**src/rtl/axis_frame_filter.sv**
```systemverilog
// Store-and-forward AXI-Stream frame filter: frames are buffered until tlast,
// bad (tuser) frames and frames that overflow the FIFO are dropped.
module axis_frame_filter #(
    parameter int DATA_WIDTH  = 32,
    parameter int KEEP_ENABLE = 1,
    parameter int KEEP_WIDTH  = 4,
    parameter int DEPTH       = 16
) (
    input  logic                  clk,
    input  logic                  rst,

    input  logic [DATA_WIDTH-1:0] s_axis_tdata,
    input  logic [KEEP_WIDTH-1:0] s_axis_tkeep,
    input  logic                  s_axis_tvalid,
    input  logic                  s_axis_tlast,
    input  logic                  s_axis_tuser,
    output logic                  s_axis_tready,

    output logic [DATA_WIDTH-1:0] m_axis_tdata,
    output logic [KEEP_WIDTH-1:0] m_axis_tkeep,
    output logic                  m_axis_tvalid,
    output logic                  m_axis_tlast,
    output logic                  m_axis_tuser,
    input  logic                  m_axis_tready,

    output logic                  status_good_frame,
    output logic                  status_bad_frame,
    output logic                  status_overflow
);

    localparam int AW = $clog2(DEPTH);
    localparam int PW = AW + 1;
    localparam int MW = DATA_WIDTH + KEEP_WIDTH + 1;
    localparam logic [PW-1:0] DEPTH_P = PW'(DEPTH);
    localparam logic [PW-1:0] ONE_P   = PW'(1);

    typedef enum logic {PASS, DROP} wr_state_e;

    wr_state_e       state_q, state_d;
    logic [PW-1:0]   wr_ptr_q, wr_ptr_d;
    logic [PW-1:0]   commit_ptr_q, commit_ptr_d;
    logic [PW-1:0]   rd_ptr_q, rd_ptr_d;

    logic                  out_valid_q, out_valid_d;
    logic [DATA_WIDTH-1:0] out_data_q, out_data_d;
    logic [KEEP_WIDTH-1:0] out_keep_q, out_keep_d;
    logic                  out_last_q, out_last_d;

    logic good_q, good_d;
    logic bad_q, bad_d;
    logic ovf_q, ovf_d;

    logic [MW-1:0] mem [DEPTH];
    logic [MW-1:0] wr_word;
    logic [MW-1:0] rd_word;
    logic          mem_we;

    logic accept;
    logic full;
    logic empty;
    logic load;

    assign s_axis_tready = ~rst;
    assign accept        = s_axis_tvalid & ~rst;
    // full is judged against the read pointer before any same-cycle read
    assign full          = (wr_ptr_q - rd_ptr_q) == DEPTH_P;
    assign empty         = commit_ptr_q == rd_ptr_q;
    assign load          = ~empty & (~out_valid_q | m_axis_tready);

    assign wr_word = {s_axis_tdata, s_axis_tkeep, s_axis_tlast};
    assign rd_word = mem[rd_ptr_q[AW-1:0]];

    // Write side: frame acceptance, commit and drop decisions
    always_comb begin
        state_d      = state_q;
        wr_ptr_d     = wr_ptr_q;
        commit_ptr_d = commit_ptr_q;
        mem_we       = 1'b0;
        good_d       = 1'b0;
        bad_d        = 1'b0;
        ovf_d        = 1'b0;
        if (accept) begin
            case (state_q)
                PASS: begin
                    if (full) begin
                        wr_ptr_d = commit_ptr_q;
                        ovf_d    = 1'b1;
                        state_d  = s_axis_tlast ? PASS : DROP;
                    end else begin
                        mem_we   = 1'b1;
                        wr_ptr_d = wr_ptr_q + ONE_P;
                        if (s_axis_tlast) begin
                            if (s_axis_tuser) begin
                                wr_ptr_d = commit_ptr_q;
                                bad_d    = 1'b1;
                            end else begin
                                commit_ptr_d = wr_ptr_q + ONE_P;
                                good_d       = 1'b1;
                            end
                        end
                    end
                end
                DROP: begin
                    if (s_axis_tlast) state_d = PASS;
                end
                default: state_d = PASS;
            endcase
        end
    end

    // Read side: single registered output stage
    always_comb begin
        rd_ptr_d    = rd_ptr_q;
        out_valid_d = out_valid_q;
        out_data_d  = out_data_q;
        out_keep_d  = out_keep_q;
        out_last_d  = out_last_q;
        if (load) begin
            rd_ptr_d    = rd_ptr_q + ONE_P;
            out_valid_d = 1'b1;
            {out_data_d, out_keep_d, out_last_d} = rd_word;
        end else if (m_axis_tready) begin
            out_valid_d = 1'b0;
        end
    end

    always_ff @(posedge clk) begin
        if (rst) begin
            state_q      <= PASS;
            wr_ptr_q     <= '0;
            commit_ptr_q <= '0;
            rd_ptr_q     <= '0;
            out_valid_q  <= 1'b0;
            out_data_q   <= '0;
            out_keep_q   <= '0;
            out_last_q   <= 1'b0;
            good_q       <= 1'b0;
            bad_q        <= 1'b0;
            ovf_q        <= 1'b0;
        end else begin
            state_q      <= state_d;
            wr_ptr_q     <= wr_ptr_d;
            commit_ptr_q <= commit_ptr_d;
            rd_ptr_q     <= rd_ptr_d;
            out_valid_q  <= out_valid_d;
            out_data_q   <= out_data_d;
            out_keep_q   <= out_keep_d;
            out_last_q   <= out_last_d;
            good_q       <= good_d;
            bad_q        <= bad_d;
            ovf_q        <= ovf_d;
        end
    end

    // Storage is deliberately left out of reset
    always_ff @(posedge clk) begin
        if (mem_we) mem[wr_ptr_q[AW-1:0]] <= wr_word;
    end

    generate
        if (KEEP_ENABLE != 0) begin : g_keep
            assign m_axis_tkeep = out_keep_q;
        end else begin : g_nokeep
            assign m_axis_tkeep = '1;
        end
    endgenerate

    assign m_axis_tdata      = out_data_q;
    assign m_axis_tvalid     = out_valid_q;
    assign m_axis_tlast      = out_last_q;
    assign m_axis_tuser      = 1'b0;
    assign status_good_frame = good_q;
    assign status_bad_frame  = bad_q;
    assign status_overflow   = ovf_q;

endmodule

```
**config.mk**
```make
export PLATFORM = sky130hd
export DESIGN_NAME = axis_frame_filter
export DESIGN_NICKNAME = d
export VERILOG_FILES = /design/src/rtl/axis_frame_filter.sv
export SDC_FILE = /design/constraint.sdc
export NUM_CORES = 1
export LEC_CHECK = 0
export ABC_AREA = 0
export CAP_MARGIN = 10
export CORE_MARGIN = 2
export CORE_UTILIZATION = 62
export CTS_CLUSTER_SIZE = 30
export DETAILED_ROUTE_END_ITERATION = 10
export PLACE_DENSITY = 0.81
export SETUP_SLACK_MARGIN = 0.15
export SLEW_MARGIN = 20
export SYNTH_ARGS = -nofsm -noshare
export SYNTH_HDL_FRONTEND = slang
export SYNTH_SLANG_ARGS = --single-unit
```
**constraint.sdc**
```tcl
create_clock -name clk -period 7.9 [get_ports clk]
set_input_delay 1.58 -clock clk [delete_from_list [all_inputs] [get_ports clk]]
set_output_delay 1.58 -clock clk [all_outputs]
set_load 0.02 [all_outputs]
```
==> summary.md <==
| Metric | Value |
|---|---|
| DRT antenna net count | `0` |
| First-pass GRT wire length | `roughly 76 mm` |
| Clock Sinks | `about 650` |
| Synth-to-layout area growth | `13.13%` |
| Worst Setup End Kind | `output pin` |
| IO Pins | `85` |
| H-tree depth | `2` |
| Hold Fails Final Rpt | `0` |
| Sequential fraction of the synthesis area | `0.7624` |
| Initial DRC count | `around 1,200` |
| Max Slew Vio Count | `0` |
| First-pass DRT Iterations | `5` |
| Tot GR Track Use | `0.2482` |
| Status | `finished clean` |
| Power per cell area | `between 300 and 400 nW/µm²` |
| Critical Path Most Common Cell | `clkdlybuf4s50_1` |
| Avg WL per Cell | `~28 µm` |
| WP data arrival | `approximately 3400 ps` |
| RSZ-0062 raised after global routing | `false` |
| XOR/XNOR share of the synthesized area | `0.005194` |
| Worst setup margin | `roughly 3000 ps` |
| Setup CP Type | `primary input to output pin` |
| Area fraction in compound gates after synthesis | `0.04069` |
| Slew HR | `0.2413` |
| Synth Warn # | `0` |
| Core area | `~40,000 µm²` |
| Critical path data required time | `around 6300 ps` |
| Worst hold path class | `register to register` |
| Netlist cell types | `49` |
| CP max stage delay | `about 790 ps` |
| Synthesized area per cell | `21.86 µm²` |
| Die height | `around 200 µm` |
| Setup tns final | `0 ps` |
| Worst path slowest cell | `clkdlybuf4s50_1` |
| Worst VDD drop | `between 0.2 and 0.25 mV` |
| Vias | `about 12,000` |
| Worst Hold Slack | `476.5 ps` |
| Row count | `73` |
| Clk_lat worst skew | `approximately 620 ps` |
| Postcts setup bufs | `0` |
| Pre-CTS setup slack | `between 2000 and 3000 ps` |
| Period utilization | `0.6262` |
| Max-cap violations | `0` |
| Critical Path Source Type | `primary input` |
| Cts hold-fix bufs | `0` |
| Post-synthesis mux area share | `0.1532` |
| Simple-gate portion of the synthesized area | `0.01467` |
| Syn nets | `1,186` |
| Ratio of cells with drive above 1 in the final layout | `0.2067` |
| Total CTS buffers | `61` |
| Critical path fanouts, max | `17` |
| Routed vias/inst | `roughly 6.5` |
| Fillers | `approximately 2,300` |
| Die width | `roughly 200 µm` |
| Total congestion overflow | `0` |
| Synth Area in Adders | `0.004538` |
| Mapped Area | `about 25,000 µm²` |
| Clock Pin Slew Worst Setup and Hold Paths | `approximately 60 ps` |
| Max Clk Rate | `between 200 and 250 MHz` |
| Vias in the first global route | `12,120` |
| Min cycle time layout | `around 4900 ps` |
| Post-route DRC | `0` |
| Antenna violations before repair | `0` |
| Flop2flop setup slack | `4040 ps` |
| Fin nets | `1,277` |
| Post-route cell area | `28,070 µm²` |
| Diode count | `0` |
| Worst-margin pin slew | `1138 ps` |
| PnR Total Power | `~8500 µW` |
| Leak | `about 0.0090 µW` |
| Main combinational cell family by area after synthesis | `multiplexers` |
| Crit-path cells | `clkdlybuf4s50_1, inv_2, clkdlybuf4s50_1` |
| Routed WL | `~51 mm` |
| Gate Count Post-Synth | `roughly 1,100` |
| Largest net degree at the start of global routing | `between 100 and 150` |
| Finish-stage setup viols | `0` |
| Placement Cell Area | `between 20,000 and 30,000 µm²` |
| Post-Route Skew | `18.09 ps` |
| GP Congestion | `0.7605` |
| Clk buf depth | `3` |
| Dpl hpwl | `between 20 and 25 mm` |
| Clock root buffer | `clkbuf_16` |
| IO buf count | `83` |
| CTS resizes | `0` |
| #FFs+latches synth | `649` |
| TritonCTS clock tree | `built` |
| Initial Util | `0.6259` |
| Die ar. | `around 42,000 µm²` |
==> cells by family (layout without fill, tap and decap cells) <==
family	after synthesis	count (layout)
other	1	1
AOI/OAI and AO/OA	136	136
DFF	649	649
and+or+nand+nor	66	66
adders and majority gates	9	9
xor gates and xnor gates	13	13
buffers and inverters	72	214
muxes	189	189
==> per-layer routing <==
metal	wire [µm]	track usage	vias to the layer above
met5	0	0.003571	-
met4	1387	0.08773	0
met3	2723	0.03476	101
met2	26030	0.4176	485
met1	20450	0.3393	6217
li1	-	-	4965
==> registers in the layout, indices dropped and copies added (netlist names) <==
register and count:
commit_ptr_q 5, m_axis_tdata 32, m_axis_tkeep 4, m_axis_tlast 1, m_axis_tvalid 1, mem 592
rd_ptr_q 5, state_q 1, status_bad_frame 1, status_good_frame 1, status_overflow 1, wr_ptr_q 5
==> path summary, 6_finish.rpt <==
path | cells after the start | end | from
max reg2reg | 8 | mem[0][15] | rd_ptr_q[3]
min | 1 | m_axis_tdata[31] | m_axis_tdata[31]
max | 3 | s_axis_tready | rst
min reg2reg | 1 | m_axis_tdata[31] | m_axis_tdata[31]
==> Yosys cell counts, drive strengths merged <==
master / instances / share of area
edfxtp: 592 / 0.72
mux4: 148 / 0.14
dfxtp: 57 / 0.046
buf: 45 / 0.015
mux2i: 40 / 0.016
o21ai: 38 / 0.0077
a22o: 37 / 0.013
a22oi: 37 / 0.011
and3: 18 / 0.0045
clkbuf: 18 / 0.0027
nor2: 17 / 0.0033
nand2: 13 / 0.0021
ha: 9 / 0.0045
inv: 9 / 0.0014
a21oi: 8 / 0.0022
a211oi: 7 / 0.0023
xor2: 7 / 0.0025
xnor2: 6 / 0.0027
nor2b: 5 / 0.0013
nand3: 4 / 0.00081
nand2b: 3 / 0.00076
nor3: 3 / 0.0011
and2: 2 / 0.00061
o221ai: 2 / 0.00071
a221oi: 1 / 0.00060
a311oi: 1 / 0.0011
a31o: 1 / 0.00035
a31oi: 1 / 0.00025
a32oi: 1 / 0.00066
conb: 1 / 0.00015
mux2: 1 / 0.00045
nand3b: 1 / 0.00030
o21a: 1 / 0.00030
o21bai: 1 / 0.00030
==> worst max-delay path, delay by kind of cell <==
family	cells	cell delay, ps
buf+inv	3	1790
==> through the flow <==
stage / util / instances
finish: 0.7081 / 1802
global route: 0.7081 / 1802
CTS: 0.7064 / 1801
detailed placement: 0.6551 / 1687
global placement: 0.6551 / 1687
floorplan: - / 1135
==> where the power goes <==
part           switching, µW  internal (µW)  leakage (µW)  total (µW)
Combinational            729            749       0.00218        1480
Sequential               135           3880       0.00580        4020
Clock                   1240           1740      0.000992        2980
==> placed cells by master, fill, tap and decap left out, drive strengths merged, types with 2 or more instances in the layout <==
cell and n:
bufinv 9, and3 18, xor2 7, and2 2, o21ai 38, mux4 148
mux2i 40, xnor2 6, buf 8, a22oi 37, a21oi 8, o221ai 2
nor3 3, nand2 13, inv 9, a22o 37, edfxtp 592, ha 9
dfxtp 57, nor2 17, clkinv 27, a211oi 7, clkdlybuf4s50 83, clkbuf 77
nor2b 5, nand3 4, nand2b 3
==> cell type report <==
class	instances	area, µm²	share of cell area
sequential	649	18930	0.6743
multi-input combinational	414	5504	0.1961
clock buffer	77	1628	0.05799
timing repair buffer	91	915.9	0.03263
tap	525	656.9	0.02340
clock inverter	37	404.1	0.01440
inverter	9	33.78	0.001204
Note: power is estimated with default switching activity, not from simulation.
==> edit 1, RTL diff (config.mk and constraints unchanged) <==
The parameter `DEPTH` goes from 16 to 32.
--- a/src/rtl/axis_frame_filter.sv
+++ b/src/rtl/axis_frame_filter.sv
@@ -4,7 +4,7 @@
     parameter int DATA_WIDTH  = 32,
     parameter int KEEP_ENABLE = 1,
     parameter int KEEP_WIDTH  = 4,
-    parameter int DEPTH       = 16
+    parameter int DEPTH       = 32
 ) (
     input  logic                  clk,
     input  logic                  rst,
Formal check against the unedited RTL: same outputs for any inputs over 4 cycles, from zero or initial values and one cycle with rst high; that may be too few to reach the edited logic, so the function may still have changed.
==> edit 1 against the unedited design <==
Clock power up 87%. Wire length up 130%. Final area up 90%. Combinational power up 91%. Setup slack better by 0.27 ns. Total power up 86%. Synthesized area up 91%. Sequential share of layout area up 1.7 points. Sequential cell count up 595. Critical path type is now register to register. Largest cell class unchanged.
==> edit 1: results (changes against the unedited design) <==
stage	metric	value	unit	change
global_route	grt_pass1_vias	24700		+100%
power	p_leak	16.7	nW	+86%
synth	synth_fp_nets	2231		+88%
cells_and_area	drive_gt1_share	25.2	%	+4.5 points
power	ir_drop	0.277	mV	+20%
sta	slew_headroom	26.7	%	+2.6 points
synth	synthAdderAreaFrac	0.264	%	-0.19 points
routing	dr.first_iter.drc_count	3363		+180%
setup_path	crit_fanout	45		+28
setup_path	cp.arrival	5.03	ns	+1.66 ns
cts	htree_levels	3		+1
synth	synth_xor_area_share	0.314	%	-0.21 points
routing	viasPerCell	7.04		+7.8%
worst_hold_path	min-delay-start	m_axis_tdata[6]		
synth	synth.area.mux_share	15.8	%	+0.51 points
sta	skew	0.0267	ns	+0.00864 ns
place	dpl.hpwl	58100	um	+140%
setup_path	cpPeakStageDelay	0.91	ns	+0.12 ns
cells_and_area	fill_cells	4215		+83%
status	status	finished clean		
cts	insertion_delay	0.69	ns	+0.07 ns
synth	synthTopCellsByArea	edfxtp_1, mux4_2, dfxtp_1		
routing	wl_per_cell	34.1	um	+21%
synth	synth_edf_count	1184		+100%
synth	avgSynthCellArea	21.7	um2	-0.58%
place	place_ws	2.54	ns	-0.454 ns
[edit 1: cell count changes after synthesis, sizes merged, moves of 33 or more]
cell,before,now
nor2,17,50
mux2i,40,77
a22o,37,0
mux4,148,296
edfxtp,592,1184
nand2,13,94
a22oi,37,111
clkbuf,18,57
o21ai,38,78
[edit 1: where the power goes]
part | internal, W | total [W] | switching, W
clock | 0.00315 | 0.00556 | 0.00241
combinational | 0.00130 | 0.00282 | 0.00152
sequential | 0.00735 | 0.00742 | 0.0000739
[edit 1: worst reg2reg max path: stages (launching register included)]
cell      delay, ns
dfxtp_1        0.39
inv_4          0.70
ha_1           0.44
a2111o_1       0.39
mux2_4         0.28
a211oi_4       0.91
nand3b_2       0.60
nor2_4         0.24
buf_4          0.38
[edit 1: path summary, 6_finish.rpt]
kind,slack [ns],cells past startpoint,end
max,3.22,8,mem[24][26]
max reg2reg,3.22,8,mem[24][26]
min reg2reg,0.44,2,m_axis_tdata[6]
min,0.44,2,m_axis_tdata[6]
[edit 1: routing by layer]
metal  track usage, %  wire length, um
met5                0               13
met4             13.4             5350
met3             5.91            13300
met2             49.0            57600
met1             40.6            39200
[edit 1: metrics by stage]
| step | instance area, um2 | hold WS, ns | utilization, % |
|---|---|---|---|
| 2_1_floorplan | 47400 | 0.462 | - |
| 3_3_place_gp | 49600 | 0.426 | 65.4 |
| 3_5_place_dp | 49600 | 0.429 | 65.4 |
| 4_1_cts | 53400 | 0.440 | 70.4 |
| 5_1_grt | 53200 | 0.467 | 70.2 |
| 6_report | 53200 | 0.438 | 70.2 |
[edit 1: final cells by class]
class                      count  area share [%]
multi-input combinational    810            19.4
clock buffer                 148            5.79
sequential                  1244            69.1
inverter                       7          0.0541
tap                          978            2.30
antenna                        1         0.00470
timing repair buffer         133            2.04
clock inverter                70            1.29
==> edit 2, RTL diff (same settings) <==
Made on the original files. Take the reset off `out_data_q` and load it in a clocked block of its own.
--- a/src/rtl/axis_frame_filter.sv
+++ b/src/rtl/axis_frame_filter.sv
@@ -131,7 +131,6 @@
             commit_ptr_q <= '0;
             rd_ptr_q     <= '0;
             out_valid_q  <= 1'b0;
-            out_data_q   <= '0;
             out_keep_q   <= '0;
             out_last_q   <= 1'b0;
             good_q       <= 1'b0;
@@ -143,13 +142,16 @@
             commit_ptr_q <= commit_ptr_d;
             rd_ptr_q     <= rd_ptr_d;
             out_valid_q  <= out_valid_d;
-            out_data_q   <= out_data_d;
             out_keep_q   <= out_keep_d;
             out_last_q   <= out_last_d;
             good_q       <= good_d;
             bad_q        <= bad_d;
             ovf_q        <= ovf_d;
         end
+    end
+
+    always_ff @(posedge clk) begin
+        out_data_q <= out_data_d;
     end
 
     // Storage is deliberately left out of reset
Check against the original RTL: differs if rst is asserted again (counterexample within 4 cycles, from zero or initial values and one cycle with rst high); with rst held inactive, the same outputs for 4 cycles.
==> edit 2 against the unedited design <==
Total power is 2.0% higher. Synthesized area is 0.66% higher. Wire length is 0.12% higher. Final area is 0.54% higher. Sequential cell count is 4 higher. Global-route usage is 0.14 points higher. Setup slack worse by 0.10 ns. Die area is 0.64% higher. Largest cell class unchanged.
==> edit 2: results (changes against the unedited design) <==
stage	metric	value	unit	change
synth	synth-compound-area-share	1.00	%	-3.1 points
routing	wl_per_cell	29.4	um	+4.8%
synth	yosysUniqueCellTypes	45		-8.2%
power	p_leak	8.75	nW	-2.5%
setup_path	r2r_setup_slack	4.69	ns	+0.65 ns
synth	synthAdderAreaFrac	0.451	%	-0.0030 points
routing	viasPerCell	6.56		+0.38%
setup_path	r2r-end	mem[6][25]		
routing	routed_wirelength	50700	um	+0.12%
synth	syn-instance-count	1043		-8.1%
global_route	grt_pass1_wl	75400	um	-0.38%
sta	period_share	63.9	%	+1.3 points
cells_and_area	drive_gt1_share	20.6	%	-0.039 points
power	p_per_area	306	nW/um2	+1.5%
global_route	antenna_found_initial	1		+1
power	ir_drop	0.395	mV	+70%
worst_hold_path	min-delay-start	m_axis_tkeep[3]		
place	placed_cell_area	26200	um2	+0.85%
cells_and_area	final_nets	1197		-6.3%
status	status	finished clean		
synth	synth_fp_nets	1094		-7.8%
sta	holdWs	0.507	ns	+0.0305 ns
global_route	grt_usage	25.0	%	+0.14 points
synth	synth_xor_area_share	0.456	%	-0.063 points
setup_path	crit_fanout	22		+5
synth	synth_edf_count	624		+5.4%
global_route	grt_pass1_vias	11800		-2.5%
power	netSwitchingFraction	24.8	%	+0.035 points
worst_hold_path	whs_endpoint	m_axis_tkeep[3]		
setup_path	r2r_cells	6		-2
place	place_ws	2.87	ns	-0.124 ns
synth	synthTopCellsByArea	edfxtp_1, mux4_2, mux4_1		
global_route	grt_max_degree	91		-19%
place	dpl.hpwl	24500	um	-0.11%
sta	skew	0.0196	ns	+0.00146 ns
routing	dr.first_iter.drc_count	1198		-1.8%
edit 2: cell types whose count changed after synthesis, moves of 12 or more:
cell      change
o21ai_1      -32
a22o_1       -37
mux4_1       +33
edfxtp_1     +32
mux2i_1      -31
dfxtp_1      -28
a22oi_1      -33
nand3_1      +12
edit 2: layout make-up:
class / count / area (um2) / area share, %
Clock buffer: 85 / 1700 / 6.02
Clock inverter: 29 / 262 / 0.927
Inverter: 7 / 26.3 / 0.0931
Multi-Input combinational cell: 333 / 5340 / 18.9
Sequential cell: 653 / 19300 / 68.5
Tap cell: 525 / 657 / 2.33
Timing Repair Buffer: 90 / 908 / 3.22
edit 2: layer usage:
metal	share of wire, %	GRT usage (%)	vias to the layer above
li1	-	-	4697
met1	39	34.1	5996
met2	52	42.5	496
met3	6.4	4.10	97
met4	2.2	6.99	2
met5	0.024	0	-
edit 2: critical path: stages:
cell and delay (ns):
clkdlybuf4s50_1 1.00, inv_1 0.27, clkdlybuf4s50_1 0.61
